===== config.mk =====
export PLATFORM = sky130hd
export DESIGN_NAME = int_stim_gen_flat
export DESIGN_NICKNAME = d
export VERILOG_FILES = /design/src/rtl/int_stim_gen_if.sv /design/src/rtl/int_stim_gen.sv /design/src/flat_wrapper.sv
export SDC_FILE = /design/constraint.sdc
export NUM_CORES = 1
export LEC_CHECK = 0
export ABC_AREA = 1
export CORE_ASPECT_RATIO = 0.9
export CORE_MARGIN = 3
export CORE_UTILIZATION = 25
export DETAILED_ROUTE_END_ITERATION = 16
export PLACE_DENSITY = 0.45
export SLEW_MARGIN = 0
export SYNTH_ARGS = -nofsm -noshare
export SYNTH_HDL_FRONTEND = slang
export SYNTH_SLANG_ARGS = --single-unit

===== constraint.sdc =====
create_clock -name clk -period 2.14 [get_ports clk]
set_input_delay 0.214 -clock clk [delete_from_list [all_inputs] [get_ports clk]]
set_output_delay 0.214 -clock clk [all_outputs]
set_load 0.01 [all_outputs]

===== src/rtl/int_stim_gen_if.sv =====
// Bus bundle between the CPU bench (master) and the interrupt stimulus generator (slave).
// Carries the PC/ack snoop inputs, the channel config port and the interrupt outputs.
interface int_stim_gen_if #(
  parameter int N_CH = 4,
  parameter int CW   = (N_CH > 1) ? $clog2(N_CH) : 1
);
  logic [31:0]   macroscopic_pc;
  logic [31:0]   m_int_addr;
  logic [3:0]    m_int_byteen;
  logic          cfg_we;
  logic [CW-1:0] cfg_ch;
  logic          cfg_en;
  logic [31:0]   cfg_target_pc;
  logic [7:0]    cfg_fires;
  logic          interrupt;
  logic [CW-1:0] irq_ch;
  logic [15:0]   fired_total;
  logic          timeout_err;

  modport master (
    output macroscopic_pc, m_int_addr, m_int_byteen,
    output cfg_we, cfg_ch, cfg_en, cfg_target_pc, cfg_fires,
    input  interrupt, irq_ch, fired_total, timeout_err
  );

  modport slave (
    input  macroscopic_pc, m_int_addr, m_int_byteen,
    input  cfg_we, cfg_ch, cfg_en, cfg_target_pc, cfg_fires,
    output interrupt, irq_ch, fired_total, timeout_err
  );
endinterface


===== src/rtl/int_stim_gen.sv =====
// Multi-channel interrupt stimulus generator: raises the CPU interrupt when the PC reaches a
// channel's target, drops it on an ack write, a timeout, or when the channel is disabled.
module int_stim_gen #(
  parameter int          N_CH     = 4,
  parameter logic [31:0] ACK_ADDR = 32'h00007f20,
  parameter logic [31:0] PC_MASK  = 32'hfffffffc,
  parameter int          TIMEOUT  = 1024,
  parameter int          CW       = (N_CH > 1) ? $clog2(N_CH) : 1
) (
  input  logic          clk,
  input  logic          reset,
  int_stim_gen_if.slave bus
);

  typedef enum logic [0:0] {ST_IDLE, ST_ASSERT} state_t;

  localparam logic [31:0] TO_LAST = 32'(TIMEOUT - 1);

  state_t        r_state;
  state_t        w_state_next;
  logic [CW-1:0] r_irq_ch;
  logic [31:0]   r_hold;
  logic [15:0]   r_fired_total;
  logic          r_timeout_err;

  logic [N_CH-1:0] w_hit;
  logic [N_CH-1:0] w_en;
  logic            w_ack;
  logic            w_any_hit;
  logic [CW-1:0]   w_hit_ch;
  logic            w_start;
  logic            w_drop_ack;
  logic            w_drop_to;
  logic            w_drop_dis;
  logic            w_consume;

  assign w_ack = (|bus.m_int_byteen) && ((bus.m_int_addr & ~32'h3) == ACK_ADDR);

  // Lowest-index hit wins: scan downward so the last assignment is the smallest index.
  always_comb begin
    w_any_hit = |w_hit;
    w_hit_ch  = '0;
    for (int i = N_CH - 1; i >= 0; i--) begin
      if (w_hit[i]) begin
        w_hit_ch = CW'(i);
      end
    end
  end

  always_comb begin
    w_state_next = r_state;
    w_start      = 1'b0;
    w_drop_ack   = 1'b0;
    w_drop_to    = 1'b0;
    w_drop_dis   = 1'b0;
    case (r_state)
      ST_IDLE: begin
        if (w_any_hit) begin
          w_state_next = ST_ASSERT;
          w_start      = 1'b1;
        end
      end
      ST_ASSERT: begin
        if (w_ack) begin
          w_state_next = ST_IDLE;
          w_drop_ack   = 1'b1;
        end else if ((TIMEOUT != 0) && (r_hold == TO_LAST)) begin
          w_state_next = ST_IDLE;
          w_drop_to    = 1'b1;
        end else if (!w_en[r_irq_ch]) begin
          w_state_next = ST_IDLE;
          w_drop_dis   = 1'b1;
        end
      end
      default: w_state_next = ST_IDLE;
    endcase
  end

  // Ack and timeout both consume one fire of the asserting channel; a disable does not.
  assign w_consume = w_drop_ack | w_drop_to;

  always_ff @(posedge clk) begin
    if (reset) begin
      r_state       <= ST_IDLE;
      r_irq_ch      <= '0;
      r_hold        <= '0;
      r_fired_total <= '0;
      r_timeout_err <= 1'b0;
    end else begin
      r_state <= w_state_next;
      if (w_start) begin
        r_irq_ch <= w_hit_ch;
        r_hold   <= '0;
      end else if (r_state == ST_ASSERT) begin
        r_hold <= r_hold + 32'd1;
      end
      if (w_drop_ack && (r_fired_total != 16'hffff)) begin
        r_fired_total <= r_fired_total + 16'd1;
      end
      if (w_drop_to) begin
        r_timeout_err <= 1'b1;
      end
    end
  end

  genvar gi;
  generate
    for (gi = 0; gi < N_CH; gi++) begin : g_ch
      logic        r_en;
      logic        r_armed;
      logic [31:0] r_target;
      logic [7:0]  r_remaining;
      logic        w_sel;
      logic        w_dec;
      logic        w_match;

      // Out-of-range channel indices never match any gi, so such writes fall away.
      assign w_sel   = bus.cfg_we && (bus.cfg_ch == CW'(gi));
      assign w_dec   = w_consume && (r_irq_ch == CW'(gi));
      assign w_match = (bus.macroscopic_pc & PC_MASK) == (r_target & PC_MASK);
      assign w_hit[gi] = r_en && (r_remaining != 8'd0) && r_armed && w_match;
      assign w_en[gi]  = r_en;

      always_ff @(posedge clk) begin
        if (reset) begin
          r_en        <= 1'b0;
          r_armed     <= 1'b1;
          r_target    <= '0;
          r_remaining <= '0;
        end else begin
          if (w_sel) begin
            r_en     <= bus.cfg_en;
            r_target <= bus.cfg_target_pc;
            r_armed  <= 1'b1;
            if (w_dec) begin
              r_remaining <= (bus.cfg_fires == 8'd0) ? 8'd0 : bus.cfg_fires - 8'd1;
              r_armed     <= 1'b0;
            end else begin
              r_remaining <= bus.cfg_fires;
            end
          end else if (w_dec) begin
            if (r_remaining != 8'd0) begin
              r_remaining <= r_remaining - 8'd1;
            end
            r_armed <= 1'b0;
          end
          // Leaving the target ends the visit, so the channel may fire again next time.
          if (!w_match) begin
            r_armed <= 1'b1;
          end
        end
      end
    end
  endgenerate

  assign bus.interrupt   = (r_state == ST_ASSERT);
  assign bus.irq_ch      = r_irq_ch;
  assign bus.fired_total = r_fired_total;
  assign bus.timeout_err = r_timeout_err;

endmodule


===== src/flat_wrapper.sv =====
// flat-port wrapper written by rule: the top's interface ports become plain ports
module int_stim_gen_flat 
#(
  parameter int          N_CH     = 4,
  parameter logic [31:0] ACK_ADDR = 32'h00007f20,
  parameter logic [31:0] PC_MASK  = 32'hfffffffc,
  parameter int          TIMEOUT  = 1024,
  parameter int          CW       = (N_CH > 1) ? $clog2(N_CH) : 1
)
  (clk, reset, bus_macroscopic_pc, bus_m_int_addr, bus_m_int_byteen, bus_cfg_we, bus_cfg_ch, bus_cfg_en, bus_cfg_target_pc, bus_cfg_fires, bus_interrupt, bus_irq_ch, bus_fired_total, bus_timeout_err);
  int_stim_gen_if #(.N_CH(N_CH), .CW(CW)) bus_i ();
  input  logic clk;
  input  logic reset;
  input wire logic [$bits(bus_i.macroscopic_pc)-1:0] bus_macroscopic_pc;
  input wire logic [$bits(bus_i.m_int_addr)-1:0] bus_m_int_addr;
  input wire logic [$bits(bus_i.m_int_byteen)-1:0] bus_m_int_byteen;
  input wire logic [$bits(bus_i.cfg_we)-1:0] bus_cfg_we;
  input wire logic [$bits(bus_i.cfg_ch)-1:0] bus_cfg_ch;
  input wire logic [$bits(bus_i.cfg_en)-1:0] bus_cfg_en;
  input wire logic [$bits(bus_i.cfg_target_pc)-1:0] bus_cfg_target_pc;
  input wire logic [$bits(bus_i.cfg_fires)-1:0] bus_cfg_fires;
  output wire logic [$bits(bus_i.interrupt)-1:0] bus_interrupt;
  output wire logic [$bits(bus_i.irq_ch)-1:0] bus_irq_ch;
  output wire logic [$bits(bus_i.fired_total)-1:0] bus_fired_total;
  output wire logic [$bits(bus_i.timeout_err)-1:0] bus_timeout_err;
  assign bus_i.macroscopic_pc = bus_macroscopic_pc;
  assign bus_i.m_int_addr = bus_m_int_addr;
  assign bus_i.m_int_byteen = bus_m_int_byteen;
  assign bus_i.cfg_we = bus_cfg_we;
  assign bus_i.cfg_ch = bus_cfg_ch;
  assign bus_i.cfg_en = bus_cfg_en;
  assign bus_i.cfg_target_pc = bus_cfg_target_pc;
  assign bus_i.cfg_fires = bus_cfg_fires;
  assign bus_interrupt = bus_i.interrupt;
  assign bus_irq_ch = bus_i.irq_ch;
  assign bus_fired_total = bus_i.fired_total;
  assign bus_timeout_err = bus_i.timeout_err;
  int_stim_gen #(.N_CH(N_CH), .ACK_ADDR(ACK_ADDR), .PC_MASK(PC_MASK), .TIMEOUT(TIMEOUT), .CW(CW)) u_core (.clk(clk), .reset(reset), .bus(bus_i));
endmodule

==> summary.md, run 1 <==
| Metric | Value |
|---|---|
| Status | finished, final reports clean |
| Detailed Place HPWL | 26.8 mm |
| CP Capture Type | flop |
| Pleak | 0.00648 uW |
| CTS tree | built |
| # port buffers | 127 |
| Remaining Overflow, GRT | 0 |
| GPL Wtd Cong | 0.842 |
| Final Skew | 0.00998 ns |
| Max Cap Viol | 0 |
| Simple-gate portion of the synthesized area | 33.7% |
| Sequential area share after synthesis | 35.5% |
| F_max | 0.480 GHz |
| Global Route Usage Sum | 14.5% |
| Synth Area in Adders | 0.837% |
| Reg clk slew, reported paths | 0.06 ns |
| Slew @ Worst Pin | 0.491 ns |
| DIE WIDTH | 237 um |
| Area grow syn2layout | 29.4% |
| Routed WL | 37.9 mm |
| Longest Clk Path Bufs | 3 |
| Number of H-tree levels | 1 |
| Finished Layout Cells | 2645 |
| Layout cell share with drive strength beyond 1 | 10.3% |
| Worst r2r src | u_core.g_ch[1].r_target[25]$_SDFFE_PP0P_ |
| Mapped cell area | 12000 um2 |
| Post-synth top area cell | dfxtp_1 |
| Std-Cell Rows | 75 |
| DR WL/cell | 14.3 um |
| Initial antenna violation count | 1 |
| RR Endpoint | u_core.bus.irq_ch[0]$_SDFFE_PP0P_ |
| Max Transition Viols Final | 0 |
| Synth Area in Compound Gates | 11.7% |
| Io pins | 134 |
| Via density | 4.50 |
| Syn Nets | 1963 |
| Yosys warning total | 0 |
| R2R setup slack | 0.06 ns |
| Antenna-violating nets left | 0 |
| Syn avg cell area | 6.49 um2 |
| Endpoints failing hold | 0 |
| Power Total | 10100 uW |
| CP endpoint | u_core.bus.irq_ch[0]$_SDFFE_PP0P_ |
| CP max FO | 33 |
| Worst setup SP type | flop |
| Xor/xnor share of the synthesized area | 9.01% |
| Effective utilization at floorplan | 25.5% |
| Largest net degree at the start of global routing | 105 |
| Synth top area share | 35.5% |
| Worst Path Required | 2.56 ns |
| Vias in the first global route | 11200 |
| Fin crit period | 2.08 ns |
| Clock Latency Late Sink | 0.53 ns |
| Final net count | 2130 |
| Max VDD drop | 454 uV |
| Via count | 11900 |
| Initial DRC count | 740 |
| Hold WS | 0.363 ns |
| Placed cells | 2593 |
| Global-route wire length before repair | 60.1 mm |
| Reg2reg path depth | 11 |
| Critical setup path kind | flop to flop |
| CP arrival | 2.50 ns |
| Root Driver | clkbuf_16 |
| Power Dens Cells | 656 nW/um2 |
| Critical Path Start | u_core.g_ch[1].r_target[25]$_SDFFE_PP0P_ |
| Hold-fix buffers at CTS | 0 |
| Netlist cell types | 41 |
| Post-synthesis mux area share | 0% |
| Synth Register Bits | 212 |
| Gate Count Post-Synth | 1841 |
| Leading post-synthesis cells by cell area | dfxtp_1 (35%), nand2_1 (12%), nor2_1 (10%), o21ai_0 (7.1%), xnor2_1 (5.8%) |
| DIE HEIGHT | 213 um |
| Total core area | 46900 um2 |
| TritonCTS sink count | 212 |
| Period utilization | 97.3% |
| Final Core Density | 33.0% |
| Post-route setup TNS | 0 ns |
| Num CTS Buffers | 26 |
| DIE AREA | 50500 um2 |
| Max_slew headroom | 66.9% |
| Final setup violating endpoints | 0 |
| First-pass DRT Iterations | 5 |
| Largest family of logic cells by synthesized area | simple AND/OR/NAND/NOR gates |
| Min-Delay Path Class | input pin to flop |
| DRC Markers | 0 |
-- final cells by class --
| type | instances | area [um2] |
|---|---|---|
| antenna | 1 | 2.50 |
| clock buffer | 37 | 773 |
| clock inverter | 11 | 119 |
| fill | 5015 | 31400 |
| inverter | 188 | 708 |
| multi-input combinational | 1354 | 6750 |
| sequential | 212 | 4250 |
| tap | 616 | 771 |
| timing repair buffer | 226 | 2100 |
-- worst min path at each step --
stage,start,to,cells past startpoint
after global placement,u_core.g_ch[1].r_target[13]$_SDFFE_PP0P_,u_core.g_ch[1].r_target[13]$_SDFFE_PP0P_,2
final,bus_cfg_target_pc[12],u_core.g_ch[3].r_target[12]$_SDFFE_PP0P_,3
after floorplan,reset,u_core.bus.fired_total[4]$_SDFFE_PP0P_,1
after global routing,bus_cfg_target_pc[18],u_core.g_ch[3].r_target[18]$_SDFFE_PP0P_,3
after detailed placement,u_core.g_ch[3].r_target[8]$_SDFFE_PP0P_,u_core.g_ch[3].r_target[8]$_SDFFE_PP0P_,2
after CTS,bus_cfg_target_pc[12],u_core.g_ch[3].r_target[12]$_SDFFE_PP0P_,3
-- layout by cell type (no fill, tap or decap), types with 5 or more instances in the layout --
master           count
nor2_2              13
nor2_1             312
o21ai_1              7
nand2_1            382
nor3_1              25
nand3b_1            11
nor3_2               5
buf_4               92
clkbuf_16           27
o21ai_0            167
a21oi_1             90
nand4_1             37
clkdlybuf4s50_1    127
ha_1                 5
nand3_1            130
nand3_2              8
inv_2                8
xor2_1              44
dfxtp_1            210
a21oi_2              5
nand2_2              5
inv_1              177
clkbuf_8             6
buf_12               7
xnor2_1             79
-- metal layers --
metal / up-vias / GRT usage, % / wire [um]
met5: - / 0 / 13
met4: 2 / 2.67 / 520
met3: 41 / 2.20 / 1750
met2: 246 / 23.9 / 16700
met1: 5413 / 20.5 / 18900
li1: 6205 / - / -
-- per-stage QoR --
step / cell area (um2) / worst slack, ns
CTS: 15300 / 0.0459
finish: 15500 / 0.0572
detailed placement: 14400 / -0.399
global route: 15500 / -0.00434
global placement: 14400 / -0.397
floorplan: 12000 / 0.378
-- where the power goes --
group          switching, uW  internal (uW)
Sequential              91.3           4100
Clock                   1830           2760
Combinational            760            603
-- cell usage after synthesis (all sizes together) --
cell	count
and3	1
xor2	44
nand2	388
nor3	31
inv	185
or2	3
clkbuf	71
nor4	5
dfxtp	212
a31oi	2
nand3	140
nand3b	12
ha	8
a21oi	95
or3b	1
buf	18
o2111ai	1
nor2	327
nand4	37
nor3b	2
xnor2	79
o21ai	175
clkinv	3
o21bai	1
-- sequential cells by signal (all words and copies together) (netlist names) --
register	cells
u_core.g_ch.r_target	120
u_core.g_ch.r_remaining	32
u_core.r_hold	32
u_core.bus.fired_total	16
u_core.g_ch.r_armed	4
u_core.g_ch.r_en	4
u_core.bus.irq_ch	2
u_core.bus.interrupt	1
u_core.bus.timeout_err	1
-- what timing repair did --
action                                  CTS  global route
setup buffers                             0             1
pin swaps                                 0             3
gates resized for setup                   2            32
endpoints found under the setup margin    1            82
gates cloned                              0             2
-- worst max-delay path, stage by stage, from the launching register on --
cell and delay (ns):
dfxtp_1 0.32, xnor2_1 0.42, nand2_1 0.13, nor2_1 0.12, nand2_1 0.05, nor2_1 0.19
nand3_2 0.15, nand2_1 0.11, nand2_1 0.08, nand3_2 0.10, buf_12 0.20, a21oi_1 0.09
-- cells by family (layout without fill, tap and decap cells) --
logic type	count (synthesis)	count (layout)
and+or+nand+nor	947	949
buffers and inverters	277	462
AOI/OAI and AO/OA	274	274
DFF	212	212
xor gates and xnor gates	123	123
adders and majority gates	8	8
other	0	1
No activity file was read; power rests on OpenSTA's default activity.
==> inputs of run 2 (changes only) <==
--- a/config.mk
+++ b/config.mk
@@ -6,11 +6,12 @@
 export NUM_CORES = 1
 export LEC_CHECK = 0
 export ABC_AREA = 1
+export CAP_MARGIN = 30
 export CORE_ASPECT_RATIO = 0.9
 export CORE_MARGIN = 3
-export CORE_UTILIZATION = 25
+export CORE_UTILIZATION = 57
 export DETAILED_ROUTE_END_ITERATION = 16
-export PLACE_DENSITY = 0.45
+export PLACE_DENSITY = 0.84
 export SLEW_MARGIN = 0
 export SYNTH_ARGS = -nofsm -noshare
 export SYNTH_HDL_FRONTEND = slang
==> constraint.sdc (replaced) <==
create_clock -name clk -period 2.2 [get_ports clk]
set_input_delay 0.22 -clock clk [delete_from_list [all_inputs] [get_ports clk]]
set_output_delay 0.22 -clock clk [all_outputs]
set_load 0.01 [all_outputs]
==> run 2 against run 1 <==
  * Via count is 4.1% higher
  * Highest routed layer is now met4
  * Worst hold slack better by 0.021 ns
  * Largest power group is now registers
  * Non-clock buffer count is 19 lower
  * Largest cell class unchanged
  * Total power is 11% lower
  * Combinational power is 3% lower
  * Count of clock-buffer cells in the layout is 6 lower
  * Clock power is 20% lower
  * Sequential cell count stayed put
  * Register-to-register slack better by 0.02 ns
==> summary.md, run 2 (synthesis gave the netlist of run 1 again) <==
| Metric | Value |
|---|---|
| Endpoints failing hold | 0 |
| Max Cap Viol | 0 |
| CTS tree | built |
| Worst setup SP type | flop |
| Placed cells | 2230 |
| Antenna-violating nets left | 0 |
| RSZ-0062 raised after global routing | yes |
| DR WL/cell | 14.6 um |
| TritonCTS sink count | 212 |
| DRC Markers | 0 |
| Max Transition Viols Final | 0 |
| DIE AREA | 22800 um2 |
| # port buffers | 127 |
| Crit path cell chain | inv_1 > ha_2 > inv_1 > nor2_1 > nand2_1 > nor2_2 > nand2_2 > nor2_4 > nor2_1 > nand3_1 > nand2_1 > nand2_2 > nand3_4 > buf_12 > a21oi_1 |
| Hold WS | 0.385 ns |
| Min-Delay Path Class | input pin to flop |
| Initial DRC count | 1246 |
| Family with the most delay on the worst path | simple AND/OR/NAND/NOR gates |
| Total core area | 20300 um2 |
| Clock Latency Late Sink | 0.52 ns |
| Number of H-tree levels | 1 |
| Final net count | 2107 |
| Effective utilization at floorplan | 58.9% |
| Via count | 12400 |
| Via density | 5.43 |
| Fin crit period | 2.12 ns |
| Pleak | 0.00635 uW |
| Final Skew | 0.0193 ns |
| GPL Wtd Cong | 0.884 |
| Largest reg by FF count | u_core.g_ch.r_target |
| Max incr delay on CP | 0.31 ns |
| Num CTS Buffers | 23 |
| Io pins | 134 |
| Status | finished, final reports clean |
| Reg clk slew, reported paths | 0.06 ns |
| Comb pwr share | 14.5% |
| Final Core Density | 72.6% |
| Period utilization | 96.3% |
| Power Total | 9060 uW |
| Global Route Usage Sum | 27.5% |
| Buffer and inverter count on the worst path | 3 |
| F_max | 0.472 GHz |
| Final setup violating endpoints | 0 |
| Hold-fix buffers at CTS | 0 |
| Layout cell share with drive strength beyond 1 | 8.19% |
| Most frequent cells in the layout | nand2_1 (381), nor2_1 (316), dfxtp_1 (212), inv_1 (176), o21ai_0 (169) |
| Max FFs per register | 120 |
| Area grow syn2layout | 23.2% |
| Power Dens Cells | 615 nW/um2 |
| Root Driver | clkbuf_16 |
| CP arrival | 2.56 ns |
| Max VDD drop | 633 uV |
| Slowest cell on the critical path | dfxtp_1 |
| Worst Path Required | 2.64 ns |
| DIE HEIGHT | 143 um |
| Global-route wire length before repair | 52.3 mm |
| CP max FO | 5 |
| Clock share of power | 40.4% |
| Max_slew headroom | 64.1% |
| Slew @ Worst Pin | 0.533 ns |
| Int Power | 6640 uW |
| Longest Clk Path Bufs | 3 |
| Commonest non-fill, non-tap cell in the layout | nand2_1 |
| Std-Cell Rows | 49 |
| First-pass DRT Iterations | 6 |
| Remaining Overflow, GRT | 0 |
| Finished Layout Cells | 2283 |
| Initial antenna violation count | 1 |
| Largest net degree at the start of global routing | 67 |
| Critical setup path kind | flop to flop |
| R2R setup slack | 0.08 ns |
| Post-route setup TNS | 0 ns |
| Detailed Place HPWL | 22.9 mm |
| Largest registers | u_core.g_ch.r_target: 120 flops, u_core.g_ch.r_remaining: 32 flops, u_core.r_hold: 32 flops |
| Routed WL | 33.3 mm |
| Seq pwr share | 45.1% |
| CP Capture Type | flop |
| Sw power | 2420 uW |
| Switching portion of total power | 26.7% |
| Vias in the first global route | 11300 |
| DIE WIDTH | 159 um |
run 2: through the flow:
stage	instance area, um2	worst slack, ns
floorplan	12000	0.438
global placement	13800	-0.0781
detailed placement	13800	-0.151
CTS	14500	0.0760
global route	14700	-0.0617
finish	14700	0.0807
run 2: final cells by class:
class,count,area [um2]
clock buffers,31,646
flip-flops and latches,212,4240
repair buffers,207,2010
diodes,1,2.50
well taps,280,350
fillers,1625,5560
inverters,188,708
multi-input cells,1353,6710
clock inverters,11,66.3
run 2: tightest hold or removal path: cells and delay by family:
family	cells	cell delay, ns
buffers and inverters	1	0.46
AND/OR/NAND/NOR	2	0.17
run 2: routing by layer:
metal / global-route usage (%) / part of all wire, %
met1: 36.2 / 43
met2: 46.6 / 46
met3: 4.19 / 7.9
met4: 8.78 / 2.9
met5: 0 / 0
run 2: final timing paths:
| kind | start | endpoint | cells after the start |
|---|---|---|---|
| hold reg to reg | u_core.g_ch[3].r_target[25]$_SDFFE_PP0P_ | u_core.g_ch[3].r_target[25]$_SDFFE_PP0P_ | 2 |
| setup reg to reg | u_core.g_ch[1].r_remaining[1]$_SDFFE_PP0P_ | u_core.r_hold[1]$_SDFFE_PP0P_ | 15 |
| setup / recovery | u_core.g_ch[1].r_remaining[1]$_SDFFE_PP0P_ | u_core.r_hold[1]$_SDFFE_PP0P_ | 15 |
| hold / removal | bus_cfg_target_pc[24] | u_core.g_ch[2].r_target[24]$_SDFFE_PP0P_ | 3 |
run 2: timing repair:
action,in CTS,in global routing
gates resized for setup,0,20
setup endpoints to repair,0,59
buffers inserted,0,6
run 2: power groups by stage:
stage / sequential (uW) / clock [uW] / combinational (uW)
floorplan: 4140 / 0 / 769
global placement: 4150 / 0 / 1220
detailed placement: 4160 / 0 / 1250
CTS: 4080 / 3700 / 1260
global route: 4090 / 3850 / 1460
finish: 4080 / 3660 / 1320
==> inputs of run 3 (changes only) <==
--- a/config.mk
+++ b/config.mk
@@ -11,7 +11,7 @@
 export CORE_MARGIN = 3
 export CORE_UTILIZATION = 57
 export DETAILED_ROUTE_END_ITERATION = 16
-export PLACE_DENSITY = 0.84
+export PLACE_DENSITY = 0.93
 export SLEW_MARGIN = 0
 export SYNTH_ARGS = -nofsm -noshare
 export SYNTH_HDL_FRONTEND = slang
==> run 3 against run 2 <==
  * Count of clock-buffer cells in the layout rose by 3
  * Sequential cell count is the same
  * Combinational power about the same
  * Global-route usage is 1.7 points higher
  * Highest routed layer is now met5
  * Design area shrank 0.82%
  * Critical endpoint is now u_core.r_hold[18]$_SDFFE_PP0P_
  * Register-to-register slack is essentially flat
  * Total power is 1.6% higher
  * Wire length grew 4.9%
  * Sequential power is essentially flat
  * Largest cell class unchanged
  * Clock power up 4%
==> summary.md, run 3 (synthesis gave the netlist of run 1 again) <==
| Metric | Value |
|---|---|
| CP Capture Type | flop |
| Routed WL | 34.9 mm |
| Detailed Place HPWL | 23.8 mm |
| DIE HEIGHT | 143 um |
| DIE WIDTH | 159 um |
| Crit path cell chain | inv_1 > ha_2 > inv_1 > nor2_1 > nand2_1 > nor2_2 > nand2_1 > nor2_2 > nor2_1 > nand3_2 > nand2_1 > nand2_2 > nand3_4 > buf_12 > nor3_1 |
| Post-route setup TNS | 0 ns |
| Effective utilization at floorplan | 58.9% |
| Status | finished, final reports clean |
| Root Driver | clkbuf_16 |
| Std-Cell Rows | 49 |
| Power Total | 9200 uW |
| DIE AREA | 22800 um2 |
| Int Power | 6790 uW |
| Initial DRC count | 1285 |
| Global Route Usage Sum | 29.2% |
| CP arrival | 2.55 ns |
| Slowest cell on the critical path | dfxtp_1 |
| DP Area | 13700 um2 |
| Min-Delay Path Class | input pin to flop |
| Layout cell share with drive strength beyond 1 | 7.39% |
| Max Cap Viol | 0 |
| Seq pwr share | 44.4% |
| GPL Wtd Cong | 0.951 |
| Worst setup SP type | flop |
| # port buffers | 127 |
| Pleak | 0.00628 uW |
| Max_slew headroom | 56.7% |
| Period utilization | 96.4% |
| CP max FO | 17 |
| Final net count | 2095 |
| Clock share of power | 41.4% |
| Max VDD drop | 548 uV |
| Initial antenna violation count | 1 |
| Most frequent cells in the layout | nand2_1 (382), nor2_1 (319), dfxtp_1 (211), inv_1 (178), o21ai_0 (169) |
| Sw power | 2410 uW |
| Max Transition Viols Final | 0 |
| DRC Markers | 0 |
| Via count | 12800 |
| Design area | 14600 um2 |
| Commonest non-fill, non-tap cell in the layout | nand2_1 |
| Final Core Density | 72.0% |
| Longest Clk Path Bufs | 3 |
| Critical setup path kind | flop to flop |
| Max incr delay on CP | 0.31 ns |
| Global-route wire length before repair | 55.6 mm |
| Max FFs per register | 120 |
| CTS tree | built |
| Comb pwr share | 14.2% |
| Largest registers | u_core.g_ch.r_target: 120 flops, u_core.g_ch.r_remaining: 32 flops, u_core.r_hold: 32 flops |
| Io pins | 134 |
| Remaining Overflow, GRT | 0 |
| Worst Path Required | 2.63 ns |
| Power Dens Cells | 630 nW/um2 |
| TritonCTS sink count | 212 |
| Largest net degree at the start of global routing | 63 |
| Final Skew | 0.00824 ns |
| R2R setup slack | 0.08 ns |
| Area grow syn2layout | 22.2% |
| Clock Latency Late Sink | 0.51 ns |
| Switching portion of total power | 26.2% |
| Endpoints failing hold | 0 |
| CP dominant cell by count | nand2_1 |
| Hold WS | 0.385 ns |
| First-pass DRT Iterations | 6 |
| Total core area | 20300 um2 |
| DR WL/cell | 15.4 um |
| Reg clk slew, reported paths | 0.06 ns |
| Num CTS Buffers | 23 |
| Antenna-violating nets left | 0 |
| Via density | 5.64 |
| Number of H-tree levels | 1 |
| # diodes | 0 |
| F_max | 0.471 GHz |
| Vias in the first global route | 12200 |
| Largest reg by FF count | u_core.g_ch.r_target |
| Fin crit period | 2.12 ns |
| Slew @ Worst Pin | 0.649 ns |
| Final setup violating endpoints | 0 |
[run 3: layer usage]
layer,vias up,GRT usage [%],share of wire [%]
met5,-,0,0.037
met4,2,11.4,3.1
met3,111,4.94,8.8
met2,641,51.4,49
met1,5898,35.6,39
li1,6136,-,-
[run 3: layout make-up]
cell class              instances  area (um2)
well taps                     280         350
flip-flops and latches        212        4250
clock inverters                 6        57.6
repair buffers                195        1870
inverters                     188         708
multi-input cells            1353        6700
clock buffers                  34         677
fillers                      1483        5680
[run 3: power groups by stage]
stage	logic (uW)	clock network (uW)	registers, uW
global placement	1200	0	4150
detailed placement	1250	0	4160
CTS	1270	3830	4080
global route	1450	3990	4090
finish	1310	3810	4080
floorplan	769	0	4140
[run 3: worst paths after layout]
path                                         startpoint                                        to  cells past startpoint
max          u_core.g_ch[1].r_remaining[0]$_SDFFE_PP0P_            u_core.r_hold[18]$_SDFFE_PP0P_                     15
min                               bus_cfg_target_pc[14]  u_core.g_ch[2].r_target[14]$_SDFFE_PP0P_                      3
max reg2reg  u_core.g_ch[1].r_remaining[0]$_SDFFE_PP0P_            u_core.r_hold[18]$_SDFFE_PP0P_                     15
min reg2reg    u_core.g_ch[3].r_target[21]$_SDFFE_PP0P_  u_core.g_ch[3].r_target[21]$_SDFFE_PP0P_                      2
[run 3: repair_timing]
action,CTS,global route
gates resized for setup,0,17
buffers inserted,0,2
hold buffers,0,0
endpoints found under the setup margin,0,72
[run 3: critical path: cells and delay by family, from the launching register on]
| kind | cells | cell delay, ns |
|---|---|---|
| AND/OR/NAND/NOR | 11 | 1.22 |
| buffers and inverters | 3 | 0.32 |
| flip-flops | 1 | 0.31 |
| adder cells (fa/ha/maj) | 1 | 0.19 |
[run 3: stage by stage]
| stage | std cells | worst slack [ns] |
|---|---|---|
| floorplan | 1841 | 0.438 |
| global placement | 2224 | -0.0996 |
| detailed placement | 2224 | -0.192 |
| CTS | 2264 | 0.0503 |
| global route | 2268 | -0.0596 |
| finish | 2268 | 0.0786 |
